`src/rtl/screen_filler_core_pkg.sv`:
```
// Shared render types for the screen filler: 12-bit color, q16.16 depth and the fill FSM states.
package screen_filler_core_pkg;

  typedef logic [11:0] color12_t;
  typedef logic signed [31:0] q16_16_t;

  localparam q16_16_t DEPTH_FAR = 32'h7FFF_FFFF;

  typedef enum logic {
    IDLE = 1'b0,
    FILL = 1'b1
  } fill_state_e;

endpackage

```
`src/rtl/screen_filler_core_xy_scan_counter.sv`:
```
// Raster-order x/y counter for a WIDTH x HEIGHT frame.
// Provides a last-pixel flag decoded from the registered coordinates.
module screen_filler_core_xy_scan_counter #(
  parameter int WIDTH  = 320,
  parameter int HEIGHT = 240
) (
  input  logic        clk,
  input  logic        rst,
  input  logic        clear_i,
  input  logic        advance_i,
  output logic [15:0] x_o,
  output logic [15:0] y_o,
  output logic        last_o
);

  localparam logic [15:0] XMAX = 16'(WIDTH - 1);
  localparam logic [15:0] YMAX = 16'(HEIGHT - 1);

  logic [15:0] x_q, x_d;
  logic [15:0] y_q, y_d;

  // Wrapping y on the final pixel leaves the counter at (0,0) for the next frame.
  always_comb begin
    x_d = x_q;
    y_d = y_q;
    if (clear_i) begin
      x_d = '0;
      y_d = '0;
    end else if (advance_i) begin
      if (x_q == XMAX) begin
        x_d = '0;
        y_d = (y_q == YMAX) ? '0 : y_q + 16'd1;
      end else begin
        x_d = x_q + 16'd1;
      end
    end
  end

  always_ff @(posedge clk or posedge rst) begin
    if (rst) begin
      x_q <= '0;
      y_q <= '0;
    end else begin
      x_q <= x_d;
      y_q <= y_d;
    end
  end

  assign x_o    = x_q;
  assign y_o    = y_q;
  assign last_o = (x_q == XMAX) && (y_q == YMAX);

endmodule

```
`src/rtl/screen_filler_core.sv`:
```
// Frame-clear pixel generator: one start emits every pixel of the frame in raster order.
// Optional out_depth port (constant far plane) enabled by SCREEN_FILLER_DEPTH_EN.
module screen_filler_core
  import screen_filler_core_pkg::*;
#(
  parameter int WIDTH  = 320,
  parameter int HEIGHT = 240
) (
  input  logic        clk,
  input  logic        rst,
  input  color12_t    fill_color,
  input  logic        in_valid,
  output logic        in_ready,
  output logic        busy,
  output logic [15:0] out_pixel_x,
  output logic [15:0] out_pixel_y,
  output color12_t    out_color,
`ifdef SCREEN_FILLER_DEPTH_EN
  output q16_16_t     out_depth,
`endif
  output logic        out_valid,
  input  logic        out_ready
);

  fill_state_e state_q;
  logic        busy_q;
  logic        out_valid_q;
  logic        in_ready_q;
  color12_t    color_q;

  logic        start;
  logic        advance;
  logic        last_pixel;

  assign start   = (state_q == IDLE) && in_valid;
  assign advance = (state_q == FILL) && out_ready;

  screen_filler_core_xy_scan_counter #(
    .WIDTH (WIDTH),
    .HEIGHT(HEIGHT)
  ) u_scan (
    .clk      (clk),
    .rst      (rst),
    .clear_i  (start),
    .advance_i(advance),
    .x_o      (out_pixel_x),
    .y_o      (out_pixel_y),
    .last_o   (last_pixel)
  );

  // Status outputs are registered alongside the state so no input reaches them combinationally.
  always_ff @(posedge clk or posedge rst) begin
    if (rst) begin
      state_q     <= IDLE;
      busy_q      <= 1'b0;
      out_valid_q <= 1'b0;
      in_ready_q  <= 1'b1;
      color_q     <= '0;
    end else begin
      case (state_q)
        IDLE: begin
          if (in_valid) begin
            state_q     <= FILL;
            color_q     <= fill_color;
            busy_q      <= 1'b1;
            out_valid_q <= 1'b1;
            in_ready_q  <= 1'b0;
          end
        end
        FILL: begin
          if (out_ready && last_pixel) begin
            state_q     <= IDLE;
            busy_q      <= 1'b0;
            out_valid_q <= 1'b0;
            in_ready_q  <= 1'b1;
          end
        end
        default: begin
          state_q     <= IDLE;
          busy_q      <= 1'b0;
          out_valid_q <= 1'b0;
          in_ready_q  <= 1'b1;
        end
      endcase
    end
  end

  assign busy      = busy_q;
  assign out_valid = out_valid_q;
  assign in_ready  = in_ready_q;
  assign out_color = color_q;

`ifdef SCREEN_FILLER_DEPTH_EN
  assign out_depth = DEPTH_FAR;
`endif

endmodule

```
`config.mk`:
```
export PLATFORM = sky130hd
export DESIGN_NAME = screen_filler_core
export DESIGN_NICKNAME = d
export VERILOG_FILES = /design/src/rtl/screen_filler_core_pkg.sv /design/src/rtl/screen_filler_core_xy_scan_counter.sv /design/src/rtl/screen_filler_core.sv
export SDC_FILE = /design/constraint.sdc
export NUM_CORES = 1
export LEC_CHECK = 0
export BUFFER_PORTS_ARGS = -buffer_cell sky130_fd_sc_hd__buf_2
export CAP_MARGIN = 20
export CELL_PAD_IN_SITES_DETAIL_PLACEMENT = 1
export CELL_PAD_IN_SITES_GLOBAL_PLACEMENT = 1
export CORE_AREA = 2 2 82 84
export CTS_CLUSTER_SIZE = 10
export DETAILED_ROUTE_END_ITERATION = 10
export DIE_AREA = 0 0 84 86
export PLACE_DENSITY = 0.83
export SKIP_LAST_GASP = 1
export SLEW_MARGIN = 10
export SYNTH_ARGS = -nofsm -noshare
export SYNTH_HDL_FRONTEND = slang
export SYNTH_SLANG_ARGS = --single-unit
```
`constraint.sdc`:
```
create_clock -name clk -period 3.13 [get_ports clk]
set_clock_uncertainty 0.1 [all_clocks]
set_input_delay 0.1565 -clock clk [delete_from_list [all_inputs] [get_ports clk]]
set_output_delay 0.1565 -clock clk [all_outputs]
set_load 0.005 [all_outputs]
```
# ---- Word level (Yosys, flattened, before mapping)
# Index checks and enable logic that the tools add are counted.
dict set report totals {
  register_bits 47
  latch_bits 0
  mem_bits_rw 0
  rom_bits 0
  input_bits 16
  out_inout_bits 47
  wordCells 38
  memories 0
}
dict set report op_classes {
  n_addsub 2
  n_mul 0
  div 0
  n_lt_le_gt_ge 0
  n_eq_ne 4
  shift 0
  n_mux 16
  n_bitwise 1
  reduce_logical 9
}
# cell count
set op_table {}
lappend op_table {{$mux W16} 7}
lappend op_table {{$add A16 B1 Y16 const B} 2}
lappend op_table {{$eq A16 B8 Y1 const B} 1}
lappend op_table {{$eq A16 B9 Y1 const B} 1}
lappend op_table {{$mux W1} 6}
lappend op_table {{$pmux W1 S2} 3}
lappend op_table {{$reduce_and A2 Y1} 3}
lappend op_table {{$logic_and A1 B1 Y1} 4}
lappend op_table {{$reduce_bool A2 Y1} 2}
lappend op_table {{$ne A2 B1 Y1 const B} 1}
lappend op_table {{$ne A2 B2 Y1 const B} 1}
lappend op_table {{$not A1 Y1} 1}

# ---- Logic depth before layout (Yosys ltp)
# Gate-level depths: netlist of run 1.
dict set report depth {
  ltp_word 5
  depth_mapped 7
  depth_no_buf 6
}

# ---- By module
# A second synthesis of run 1 with hierarchy kept.
dict set report unflattened {
  cells_unflattened 234
  area_unflattened_um2 2457.4
}
# module instances cells_each area_each_um2 seq_area_each_um2
set modules_own_cells {}
lappend modules_own_cells {screen_filler_core_xy_scan_counter 1 193 1814.2 800.8}
lappend modules_own_cells {screen_filler_core 1 41 643.1 376.6}

# ---- Worst setup path before layout of run 1
# OpenSTA, ideal clock, no wires.
dict set report synth_timing {
  kind {register to register}
  from {register u_scan.x_q[0], in the netlist u_scan.x_o[0]}
  to {register u_scan.y_q[15], in the netlist u_scan.y_o[15]}
  setup_time_ns 0.118
  arrival_ns 2.041
  required_ns 2.912
  setup_slack_ns 0.871
  stages_incl_launch_ff 8
  path_buffers 1
  synth_period_minus_slack_ns 2.259
  path_cell_list {dfrtp_1 > ha_1 > or3b_2 > nor4_1 > nand2_1 > buf_2 > o31a_1 > a21o_1}
}
dict set report synth_between {
  elab_chain_cells 3
}
# element line_no
set synth_lines {}
lappend synth_lines {{start: declaration} screen_filler_core_xy_scan_counter.sv:19} ;# logic [15:0] x_q, x_d;
lappend synth_lines {{start signal: assignment} screen_filler_core_xy_scan_counter.sv:41} ;# x_q <= '0;
lappend synth_lines {{start signal: assignment} screen_filler_core_xy_scan_counter.sv:44} ;# x_q <= x_d;
lappend synth_lines {{$eq A16 B9 Y1} screen_filler_core_xy_scan_counter.sv:30} ;# if (x_q == XMAX) begin
lappend synth_lines {{$reduce_bool A2 Y1 (no source line)} --}
lappend synth_lines {{$reduce_and A2 Y1 (no source line)} --}
lappend synth_lines {{end signal: assignment} screen_filler_core_xy_scan_counter.sv:45} ;# y_q <= y_d;
lappend synth_lines {{end: declaration} screen_filler_core_xy_scan_counter.sv:20} ;# logic [15:0] y_q, y_d;
# Every way passes these cells.
# A chain may end at the register's enable or synchronous reset.

# ---- Worst setup path after layout of run 1
dict set report layout_timing {
  from {register u_scan.x_q[0], in the netlist u_scan.x_o[0]}
  to {register u_scan.y_q[5], in the netlist u_scan.y_o[5]}
}
# The elaborated chain is that of the path after synthesis.

==> results of run 1 <==
## stage by stage
stage	std cells	utilization [%]	hold WS [ps]
final	414	48.6	34.1
after global routing	414	48.6	57.3
after CTS	412	48.1	10.4
after detailed placement	392	44.4	252
after global placement	392	44.4	246
after floorplan	265	-	162
## worst paths after layout
kind	from	end	cells past startpoint
max in group asynchronous	rst	out_color[3]$_DFFE_PP0N_	4
min in group asynchronous	rst	out_color[7]$_DFFE_PP0N_	3
hold / removal	in_valid	state_q$_DFF_PP0_	3
setup / recovery	u_scan.x_o[0]$_DFFE_PP0P_	u_scan.y_o[5]$_DFFE_PP0P_	6
hold reg to reg	out_color[4]$_DFFE_PP0N_	out_color[4]$_DFFE_PP0N_	2
setup reg to reg	u_scan.x_o[0]$_DFFE_PP0P_	u_scan.y_o[5]$_DFFE_PP0P_	6
## final cells by class
cell class              count  area [um^2]  area share [%]
well taps                  77         96.3            3.16
repair buffers             77          468            15.3
multi-input cells         202         1180            38.8
clock buffers               5         68.8            2.26
inverters                   3         11.3           0.369
clock inverters             3         43.8            1.44
flip-flops and latches     47         1180            38.6
## routing by layer
layer  global-route usage [%]  vias up
met2                     33.1       50
met4                     5.28        0
met3                     3.37        4
met1                     26.7     1137
li1                         -     1096
met5                        0        -
## cell usage after synthesis (all sizes together), types with 4 or more instances
cell type and count:
nand3 7, o211ai 4, nor2 22, buf 4, nand2 62, xnor2 4, a31oi 4, nand4 11
a21oi 10, dfrtp 46, clkbuf 9, nor4 8, nor3 5, xor2 5, or4 5, o21ai 11
or3 4, o31ai 4
## flip-flops by register name (all words and copies together) (netlist names)
| signal | cells |
|---|---|
| u_scan.y_o | 16 |
| in_ready | 1 |
| state_q | 1 |
| out_valid | 1 |
| u_scan.x_o | 16 |
| out_color | 12 |
## kinds of logic after synthesis
logic type	synth area share, %
adders and majority gates	1.03
xor gates and xnor gates	3.24
DFF	48.4
AOI/OAI and AO/OA	13.7
muxes	0.874
and+or+nand+nor	29.9
buffers and inverters	2.88
## worst max-delay path: cells and delay by family, from the launching register on
family / cells / cell delay, ps
DFF: 1 / 480
AOI/OAI and AO/OA: 1 / 150
adders and majority gates: 1 / 330
and+or+nand+nor: 4 / 1570
## power by group through the flow
stage	Clock [mW]	Sequential (mW)	Combinational (mW)
after floorplan	0	0.746	0.103
after global placement	0	0.746	0.197
after detailed placement	0	0.749	0.204
after CTS	0.465	0.737	0.218
after global routing	0.494	0.749	0.245
final	0.457	0.738	0.221
==> key figures, run 1 <==
Floorplan
  – Initial Utilization: 38.7%
  – Die outline height: 86 um
  – Die area: 0.00722 mm^2
  – Die Width: 84 um
  – Core Area: about 0.0063 mm^2
  – # IOs: 63
  – Std-Cell Rows: 29

STA
  – Smallest setup slack after layout: 428 ps
  – Final setup violating endpoints: 0
  – Fin crit share: ~86%
  – Highest clock rate: 370 MHz
  – Final Slew Violations: 0
  – Min cycle time layout: 2700 ps
  – RSZ-0062 raised after global routing: false
  – Endpoints failing hold: 0
  – Total negative setup slack: 0 ps
  – Actual slew at the worst max-slew pin: 963 ps
  – Max-slew headroom: 35.8%

Layout
  – Filler cell count in the final layout: 767
  – Area growth, synth to finish: 25.4%
  – Share of layout cells above drive strength 1: between 20% and 30%
  – Antenna Diode Count: 0
  – Final Instance Area: 0.00305 mm^2
  – Nets: 354
  – Most frequent standard cell in the layout excluding fill and tap cells: sky130_fd_sc_hd__buf_2
  – Top library cells by usage in the layout, fill and taps aside: sky130_fd_sc_hd__buf_2 (62), sky130_fd_sc_hd__nand2_1 (60), sky130_fd_sc_hd__dfrtp_1 (46)

Placed design
  – Total placed instance area: 0.00279 mm^2
  – Final HPWL DP: 4.63 mm
  – GP Congestion: about 0.85
  – Input/output buffers: 62
  – Worst slack after detailed placement: 503 ps

Power
  – Switch Pwr: 408 uW
  – Leakage power of the design: 1.44 nW
  – VDD IR-drop max: 0.235 mV
  – Internal power: 1.01 mW
  – Power Density: 464 mW/mm^2
  – Sw Share: between 20% and 30%
  – Final Power: 1.42 mW
  – Share of power burned in the clock network: 32.3%
  – Register share of total power: 52.1%
  – Combinational group share of total power: 15.6%

Synth
  – Most used flip-flop cell after synthesis: sky130_fd_sc_hd__dfrtp_1
  – Share of synthesized registers carrying an async set or reset: 100%
  – Per-instance average area after synthesis: roughly 9.2 um^2
  – Count of flip-flops with a built-in enable after synthesis: 0
  – Seq/Total Area, Yosys: 48.4%
  – Largest area contributor in the synthesized netlist: sky130_fd_sc_hd__dfrtp_1
  – Instance count of the mapped netlist: 265
  – Synthesized netlist net count: ~280
  – Count of warnings emitted by yosys: 0
  – Total standard cell area after synthesis: 0.00243 mm^2
  – Synth top area share: 47.3%
  – Synth unique cells: 49
  – Largest cells by area after synthesis: sky130_fd_sc_hd__dfrtp_1 (47%), sky130_fd_sc_hd__nand2_1 (9.3%), sky130_fd_sc_hd__nor2_1 (3.4%)
  – Flip-flop and latch count after synthesis: 47

Global routing
  – Antenna violations before repair: 0
  – First-pass GRT wire length: between 10 and 15 mm
  – Via count of the first global-routing pass: 2,256
  – GRT Total Usage: 19.8%
  – Pin count of the biggest net entering global routing: 48
  – Global route total overflow: 0

Critical path
  – Worst Setup Path Type: register to register
  – Critical path fanouts, max: 11
  – Worst endpoint data arrival time: ~2800 ps
  – Crit-path cells: ha_1 > or3b_2 > nor4_1 > nand2_1 > or4_1 > a21oi_1
  – Slowest Stage Delay on Critical Path: 570 ps
  – Kind of start point of the critical path: register
  – Slowest-stage cell, CP: sky130_fd_sc_hd__or4_1
  – Worst setup slack for register-to-register paths: about 430 ps
  – Crit path required time: 3270 ps
  – Element type at the critical path end: register

Flow run
  – Max-capacitance violation count: 0

Routing
  – Total wirelength of the detailed-routed design: 7.01 mm
  – Residual DRC count: 0
  – Routed length on met1: 3.22 mm
  – Max layer used: met4
  – Initial drt markers: 71
  – ANT nets after route: 0
  – Via count of the routed design: 2,287
  – Met2 routed wirelength: 3.42 mm
  – DRT Pass-1 Iters: 4
  – Met3 wirelength from detailed routing: 295 um
  – Final routed wire length divided by cell count: 16.9 um
  – Routed via count divided by cell count: 5.52

Status
  – Result of the run: completed

CTS
  – Setup Buffers After CTS: 0
  – Clock insertion delay at the later pin of the skew report: 300 ps
  – H-tree lvl count: 2
  – TritonCTS clock tree: done
  – Number of buffers created by CTS: 5
  – Hold-fix buffers at CTS: 12
  – Clock-pin slew of the registers on the worst-case setup and hold paths: roughly 90 ps
  – # clock sinks: 47
  – Buffer levels on the longest clock path: 2
  – Cells resized by post-CTS repair: 0
  – Cell at the root of the clock tree: sky130_fd_sc_hd__clkbuf_8

Min path
  – Type of the tightest min-delay check: input port to register
No activity file was read; power rests on OpenSTA's default activity.
==> inputs of run 2 (changes only) <==
- CORE_AREA: 2 2 82 84 -> 2 2 80 82
- DIE_AREA: 0 0 84 86 -> 0 0 82 84
- PLACE_DENSITY: 0.83 -> 0.86
- clock period: 3.13 -> 3.4 ns (I/O delays scaled with it)
==> run 2 against run 1 <==
Combinational power decreased by 10%. Global-route usage up 2.1 points. Clock power down 23%. Die area fell by 4.7%. Hold slack better by 31 ps. Routed wire length decreased by 1.2%. Final area shrank 0.62%. Register-to-register slack improved by 340 ps. Critical endpoint unchanged.
==> key figures, run 2 (synthesis gave the netlist of run 1 again) <==
Status
  – Result of the run: completed

Critical path
  – Worst setup slack for register-to-register paths: about 770 ps
  – Total buffers and inverters traversed by the critical path: 0
  – Slowest-stage cell, CP: sky130_fd_sc_hd__or4_1
  – Critical path fanouts, max: 11
  – Top Family by Delay on Critical Path: simple AND/OR/NAND/NOR gates
  – Critical R2R Launch: u_scan.x_o[0]$_DFFE_PP0P_
  – Critical register-to-register path endpoint: u_scan.y_o[5]$_DFFE_PP0P_
  – Crit path required time: 3530 ps
  – Reg2reg path depth: 6
  – Worst Setup Path Type: register to register
  – Worst endpoint data arrival time: 2760 ps
  – Slowest Stage Delay on Critical Path: 560 ps
  – Kind of start point of the critical path: register
  – Element type at the critical path end: register
  – Crit-path cells: ha_1 > or3b_2 > nor4_1 > nand2_1 > or4_1 > a21oi_1

Flow run
  – Max-capacitance violation count: 0

Routing
  – Total wirelength of the detailed-routed design: between 6 and 7 mm
  – Initial drt markers: 129
  – ANT nets after route: 0
  – Final routed wire length divided by cell count: 16.7 um
  – Routed via count divided by cell count: 5.60
  – DRT Pass-1 Iters: 4
  – Via count of the routed design: 2,318
  – Residual DRC count: 0

Power
  – Power Density: 405 mW/mm^2
  – Final Power: 1.23 mW
  – Register share of total power: 55.3%
  – Sw Share: 28.9%
  – Leakage power of the design: 1.44 nW
  – Share of power burned in the clock network: 28.5%
  – Switch Pwr: about 350 uW
  – Internal power: just under 900 uW
  – Combinational group share of total power: ~16%
  – VDD IR-drop max: between 0.15 and 0.2 mV

CTS
  – Clock insertion delay at the later pin of the skew report: 290 ps
  – Number of buffers created by CTS: 5
  – TritonCTS clock tree: done
  – Cell at the root of the clock tree: sky130_fd_sc_hd__clkbuf_8
  – Buffer levels on the longest clock path: 2
  – Setup Buffers After CTS: 0
  – Hold-fix buffers at CTS: 12
  – H-tree lvl count: 2
  – # clock sinks: 47
  – Cells resized by post-CTS repair: 0
  – Clock-pin slew of the registers on the worst-case setup and hold paths: ~90 ps

Placed design
  – Final HPWL DP: just under 5 mm
  – Input/output buffers: 62
  – GP Congestion: between 0.8 and 0.9
  – Worst slack after detailed placement: roughly 800 ps

Min path
  – Hold Crit Depth: 3
  – Hold endpoint: state_q$_DFF_PP0_
  – Critical hold path startpoint: in_valid
  – Type of the tightest min-delay check: input port to register

Floorplan
  – # IOs: between 60 and 70
  – Std-Cell Rows: 29
  – Core Area: 0.00610 mm^2
  – Die area: just under 0.007 mm^2
  – Initial Utilization: 39.9%
  – Die outline height: 84 um
  – Die Width: 82 um

STA
  – Fin Hold WS: 64.8 ps
  – Smallest setup slack after layout: 765 ps
  – Endpoints failing hold: 0
  – Highest clock rate: roughly 380 MHz
  – Min cycle time layout: 2630 ps
  – Fin crit share: 77.5%
  – Actual slew at the worst max-slew pin: ~1000 ps
  – Total negative setup slack: 0 ps
  – Final Slew Violations: 0
  – Final setup violating endpoints: 0
  – Max-slew headroom: between 30% and 40%
  – RSZ-0062 raised after global routing: false

Global routing
  – Antenna violations before repair: 0
  – Met3 track utilization from global routing: 3.57%
  – Via count of the first global-routing pass: 2,359
  – Global Route met2 Usage: 35.3%
  – Global route total overflow: 0
  – Pin count of the biggest net entering global routing: 48
  – GRT Total Usage: 21.9%
  – First-pass GRT wire length: 11.8 mm
  – Met1 routing resource usage after global routing: 30.2%
  – Peak-usage layer in the global routing report: met2

Layout
  – Nets: roughly 350
  – Most frequent standard cell in the layout excluding fill and tap cells: sky130_fd_sc_hd__buf_2
  – Antenna Diode Count: 0
  – Top library cells by usage in the layout, fill and taps aside: sky130_fd_sc_hd__buf_2 (62), sky130_fd_sc_hd__nand2_1 (60), sky130_fd_sc_hd__dfrtp_1 (46)
  – Area growth, synth to finish: 24.6%
  – Share of layout cells above drive strength 1: 25.8%
run 2: cell types whose count changed in the layout (fill, tap and decap cells not counted):
cell	delta
sky130_fd_sc_hd__bufinv_16	-1
sky130_fd_sc_hd__clkinv_4	-1
sky130_fd_sc_hd__clkbuf_8	+1
sky130_fd_sc_hd__nor2b_2	+1
sky130_fd_sc_hd__clkbuf_1	+1
sky130_fd_sc_hd__nor2b_1	-1
run 2: final cells by class:
type / count / area, um^2
clock buffer: 7 / 86.3
clock inverter: 1 / 5.00
sequential: 47 / 1180
timing repair buffer: 77 / 468
fill: 726 / 3060
multi-input combinational: 202 / 1190
inverter: 3 / 11.3
tap: 77 / 96.3
run 2: worst max-delay path by stage:
stage	from	endpoint	slack [ps]	cells past startpoint
6_report	u_scan.x_o[0]$_DFFE_PP0P_	u_scan.y_o[5]$_DFFE_PP0P_	770	6
5_1_grt	u_scan.x_o[0]$_DFFE_PP0P_	u_scan.y_o[5]$_DFFE_PP0P_	570	6
4_1_cts	u_scan.x_o[0]$_DFFE_PP0P_	u_scan.y_o[5]$_DFFE_PP0P_	760	6
3_5_place_dp	u_scan.x_o[0]$_DFFE_PP0P_	u_scan.y_o[5]$_DFFE_PP0P_	780	6
3_3_place_gp	u_scan.x_o[0]$_DFFE_PP0P_	u_scan.y_o[5]$_DFFE_PP0P_	860	6
2_1_floorplan	u_scan.x_o[0]$_DFFE_PP0P_	u_scan.y_o[15]$_DFFE_PP0P_	1140	7
run 2: routing by layer:
metal,up-vias,routed length (um)
met2,54,3550
met3,9,303
met4,0,109
li1,1093,-
met1,1162,2960
met5,-,0
run 2: metrics by stage:
| stage | cell area, um^2 | cells | util, % |
|---|---|---|---|
| floorplan | 2430 | 265 | - |
| global route | 3030 | 414 | 49.7 |
| detailed placement | 2790 | 392 | 45.8 |
| global placement | 2790 | 392 | 45.8 |
| CTS | 3000 | 412 | 49.2 |
| finish | 3030 | 414 | 49.7 |
run 2: power by group through the flow:
stage | clock network [mW] | registers, mW | logic (mW)
6_report | 0.350 | 0.678 | 0.199
5_1_grt | 0.384 | 0.689 | 0.225
4_1_cts | 0.362 | 0.678 | 0.199
3_5_place_dp | 0 | 0.688 | 0.187
3_3_place_gp | 0 | 0.686 | 0.179
2_1_floorplan | 0 | 0.687 | 0.0950
run 2: worst min-delay path, cell delays in order:
cell	delay [ps]
sky130_fd_sc_hd__buf_2	120
sky130_fd_sc_hd__nor2_1	80
sky130_fd_sc_hd__nor2_1	50
==> inputs of run 3 (changes only) <==
- CORE_AREA: 2 2 80 82 -> 2 2 87 89
- DIE_AREA: 0 0 82 84 -> 0 0 89 91
- PLACE_DENSITY: 0.86 -> 0.78
- clock period: 3.4 -> 2.33 ns (I/O delays scaled with it)
==> run 3 against run 2 <==
Hold slack better by 110 ps. Maximum frequency is 17% higher. Combinational power increased by 89%. Clock-buffer cell count unchanged. Cell count increased by 11%. Power up 55%. Flip-flop and latch count unchanged. Largest cell class unchanged.
==> key figures, run 3 (synthesis gave the netlist of run 1 again) <==
Critical path
  – Kind of start point of the critical path: register
  – Worst setup slack for register-to-register paths: slightly below 80 ps
  – Worst Setup Path Type: register to register
  – Reg2reg path depth: 5
  – Worst endpoint data arrival time: 2390 ps
  – Critical register-to-register path endpoint: u_scan.y_o[11]$_DFFE_PP0P_
  – Element type at the critical path end: register
  – Critical path fanouts, max: 5
  – Crit path required time: 2460 ps
  – Critical R2R Launch: u_scan.x_o[6]$_DFFE_PP0P_

Routing
  – Residual DRC count: 0
  – Final routed wire length divided by cell count: 16.4 um
  – Total wirelength of the detailed-routed design: 7.56 mm
  – Via count of the routed design: approximately 2.4k
  – Routed via count divided by cell count: between 5 and 6
  – Initial drt markers: about 190
  – DRT Pass-1 Iters: 4
  – ANT nets after route: 0

CTS
  – Buffer levels on the longest clock path: 2
  – # clock sinks: between 40 and 50
  – Clock insertion delay at the later pin of the skew report: 300 ps
  – TritonCTS clock tree: done
  – H-tree lvl count: 2
  – Clock-pin slew of the registers on the worst-case setup and hold paths: around 90 ps
  – Cell at the root of the clock tree: sky130_fd_sc_hd__clkbuf_8
  – Number of buffers created by CTS: 5
  – Setup Buffers After CTS: 0

Floorplan
  – Die area: just over 0.008 mm^2
  – # IOs: 63
  – Die Width: 89 um
  – Std-Cell Rows: 31
  – Initial Utilization: 34.1%
  – Die outline height: slightly above 90 um
  – Core Area: a little over 0.007 mm^2

Layout
  – Nets: 378
  – Area growth, synth to finish: 34.0%
  – Most frequent standard cell in the layout excluding fill and tap cells: sky130_fd_sc_hd__buf_2
  – Antenna Diode Count: 0
  – Final cell count without fillers: 460
  – Share of layout cells above drive strength 1: 31.0%
  – Top library cells by usage in the layout, fill and taps aside: sky130_fd_sc_hd__buf_2 (62), sky130_fd_sc_hd__nand2_1 (60), sky130_fd_sc_hd__dfrtp_1 (46)

Global routing
  – Antenna violations before repair: 0
  – Via count of the first global-routing pass: between 2k and 2.5k
  – Peak-usage layer in the global routing report: met2
  – GRT Total Usage: between 10% and 20%
  – Met1 routing resource usage after global routing: 26.6%
  – Global Route met2 Usage: about a third
  – First-pass GRT wire length: 12.7 mm
  – Global route total overflow: 0
  – Pin count of the biggest net entering global routing: 24
  – Met3 track utilization from global routing: under 10%

Status
  – Result of the run: completed

STA
  – Min cycle time layout: ~2300 ps
  – Highest clock rate: approximately 440 MHz
  – Actual slew at the worst max-slew pin: 708 ps
  – Fin crit share: 96.6%
  – Total negative setup slack: 0 ps
  – Final setup violating endpoints: 0
  – Smallest setup slack after layout: between 70 and 80 ps
  – RSZ-0062 raised after global routing: false
  – Final Slew Violations: 0
  – Endpoints failing hold: 0
  – Max-slew headroom: 52.8%

Flow run
  – Max-capacitance violation count: 0

Min path
  – Type of the tightest min-delay check: input port to register
  – Hold Crit Depth: 3
  – Hold endpoint: u_scan.x_o[13]$_DFFE_PP0P_
  – Critical hold path startpoint: out_ready

Placed design
  – Input/output buffers: 62
  – Final HPWL DP: between 5 and 6 mm
  – Worst slack after detailed placement: 52.6 ps
  – # placed instances: 438
  – GP Congestion: 0.839

Power
  – Leakage power of the design: 1.56 nW
  – Share of power burned in the clock network: between 20% and 30%
  – VDD IR-drop max: roughly 0.32 mV
  – Power Density: approximately 600 mW/mm^2
  – Register share of total power: 51.0%
  – Sw Share: 29.2%
  – Combinational group share of total power: 19.8%
  – Internal power: between 1 and 1.5 mW
  – Switch Pwr: 555 uW
-- run 3: critical path, cell delays in order, from the launching register on --
cell and delay [ps]:
sky130_fd_sc_hd__dfrtp_1 390, sky130_fd_sc_hd__or4b_4 590, sky130_fd_sc_hd__nor4_4 370, sky130_fd_sc_hd__nand2_2 150, sky130_fd_sc_hd__or4_1 500, sky130_fd_sc_hd__o21ai_1 90
-- run 3: layout make-up --
type | count | area (um^2)
fill | 874 | 3880
multi-input combinational | 202 | 1200
sequential | 47 | 1180
timing repair buffer | 101 | 638
tap | 99 | 124
clock buffer | 7 | 96.3
inverter | 3 | 11.3
clock inverter | 1 | 7.51
-- run 3: worst max-delay path by stage --
stage	slack (ps)	from	depth (start not counted)	to
floorplan	70	u_scan.x_o[0]$_DFFE_PP0P_	7	u_scan.y_o[15]$_DFFE_PP0P_
global placement	130	u_scan.x_o[6]$_DFFE_PP0P_	5	u_scan.y_o[12]$_DFFE_PP0P_
detailed placement	50	u_scan.x_o[6]$_DFFE_PP0P_	5	u_scan.y_o[12]$_DFFE_PP0P_
CTS	9	u_scan.x_o[6]$_DFFE_PP0P_	5	u_scan.y_o[12]$_DFFE_PP0P_
global route	5	u_scan.x_o[3]$_DFFE_PP0P_	5	u_scan.x_o[11]$_DFFE_PP0P_
finish	80	u_scan.x_o[6]$_DFFE_PP0P_	5	u_scan.y_o[11]$_DFFE_PP0P_
-- run 3: power by group through the flow --
stage | logic [mW] | registers, mW | clock network (mW)
floorplan | 0.139 | 1.00 | 0
global placement | 0.342 | 0.978 | 0
detailed placement | 0.355 | 0.985 | 0
CTS | 0.375 | 0.970 | 0.572
global route | 0.422 | 0.984 | 0.603
finish | 0.377 | 0.969 | 0.554
-- run 3: repair_timing --
item                                    4_1_cts  5_1_grt
hold buffers                                 14        0
endpoints found under the hold margin        28        0
endpoints found under the setup margin        0        9
resized for setup                             0        5
-- run 3: stage by stage --
step / total power [mW] / util, % / area [um^2] / hold WS [ps]
after floorplan: 1.14 / - / 2430 / 122
after global placement: 1.32 / 42.0 / 3000 / 6.72
after detailed placement: 1.34 / 42.0 / 3000 / 5.91
after CTS: 1.92 / 45.4 / 3240 / 172
after global routing: 2.01 / 45.7 / 3260 / 183
final: 1.90 / 45.7 / 3260 / 179
-- run 3: metal layers --
layer  wire length [um]  vias up
li1                   -     1138
met1               3440     1213
met2               3770       48
met3                270        9
met4                 80        0
met5                  0        -
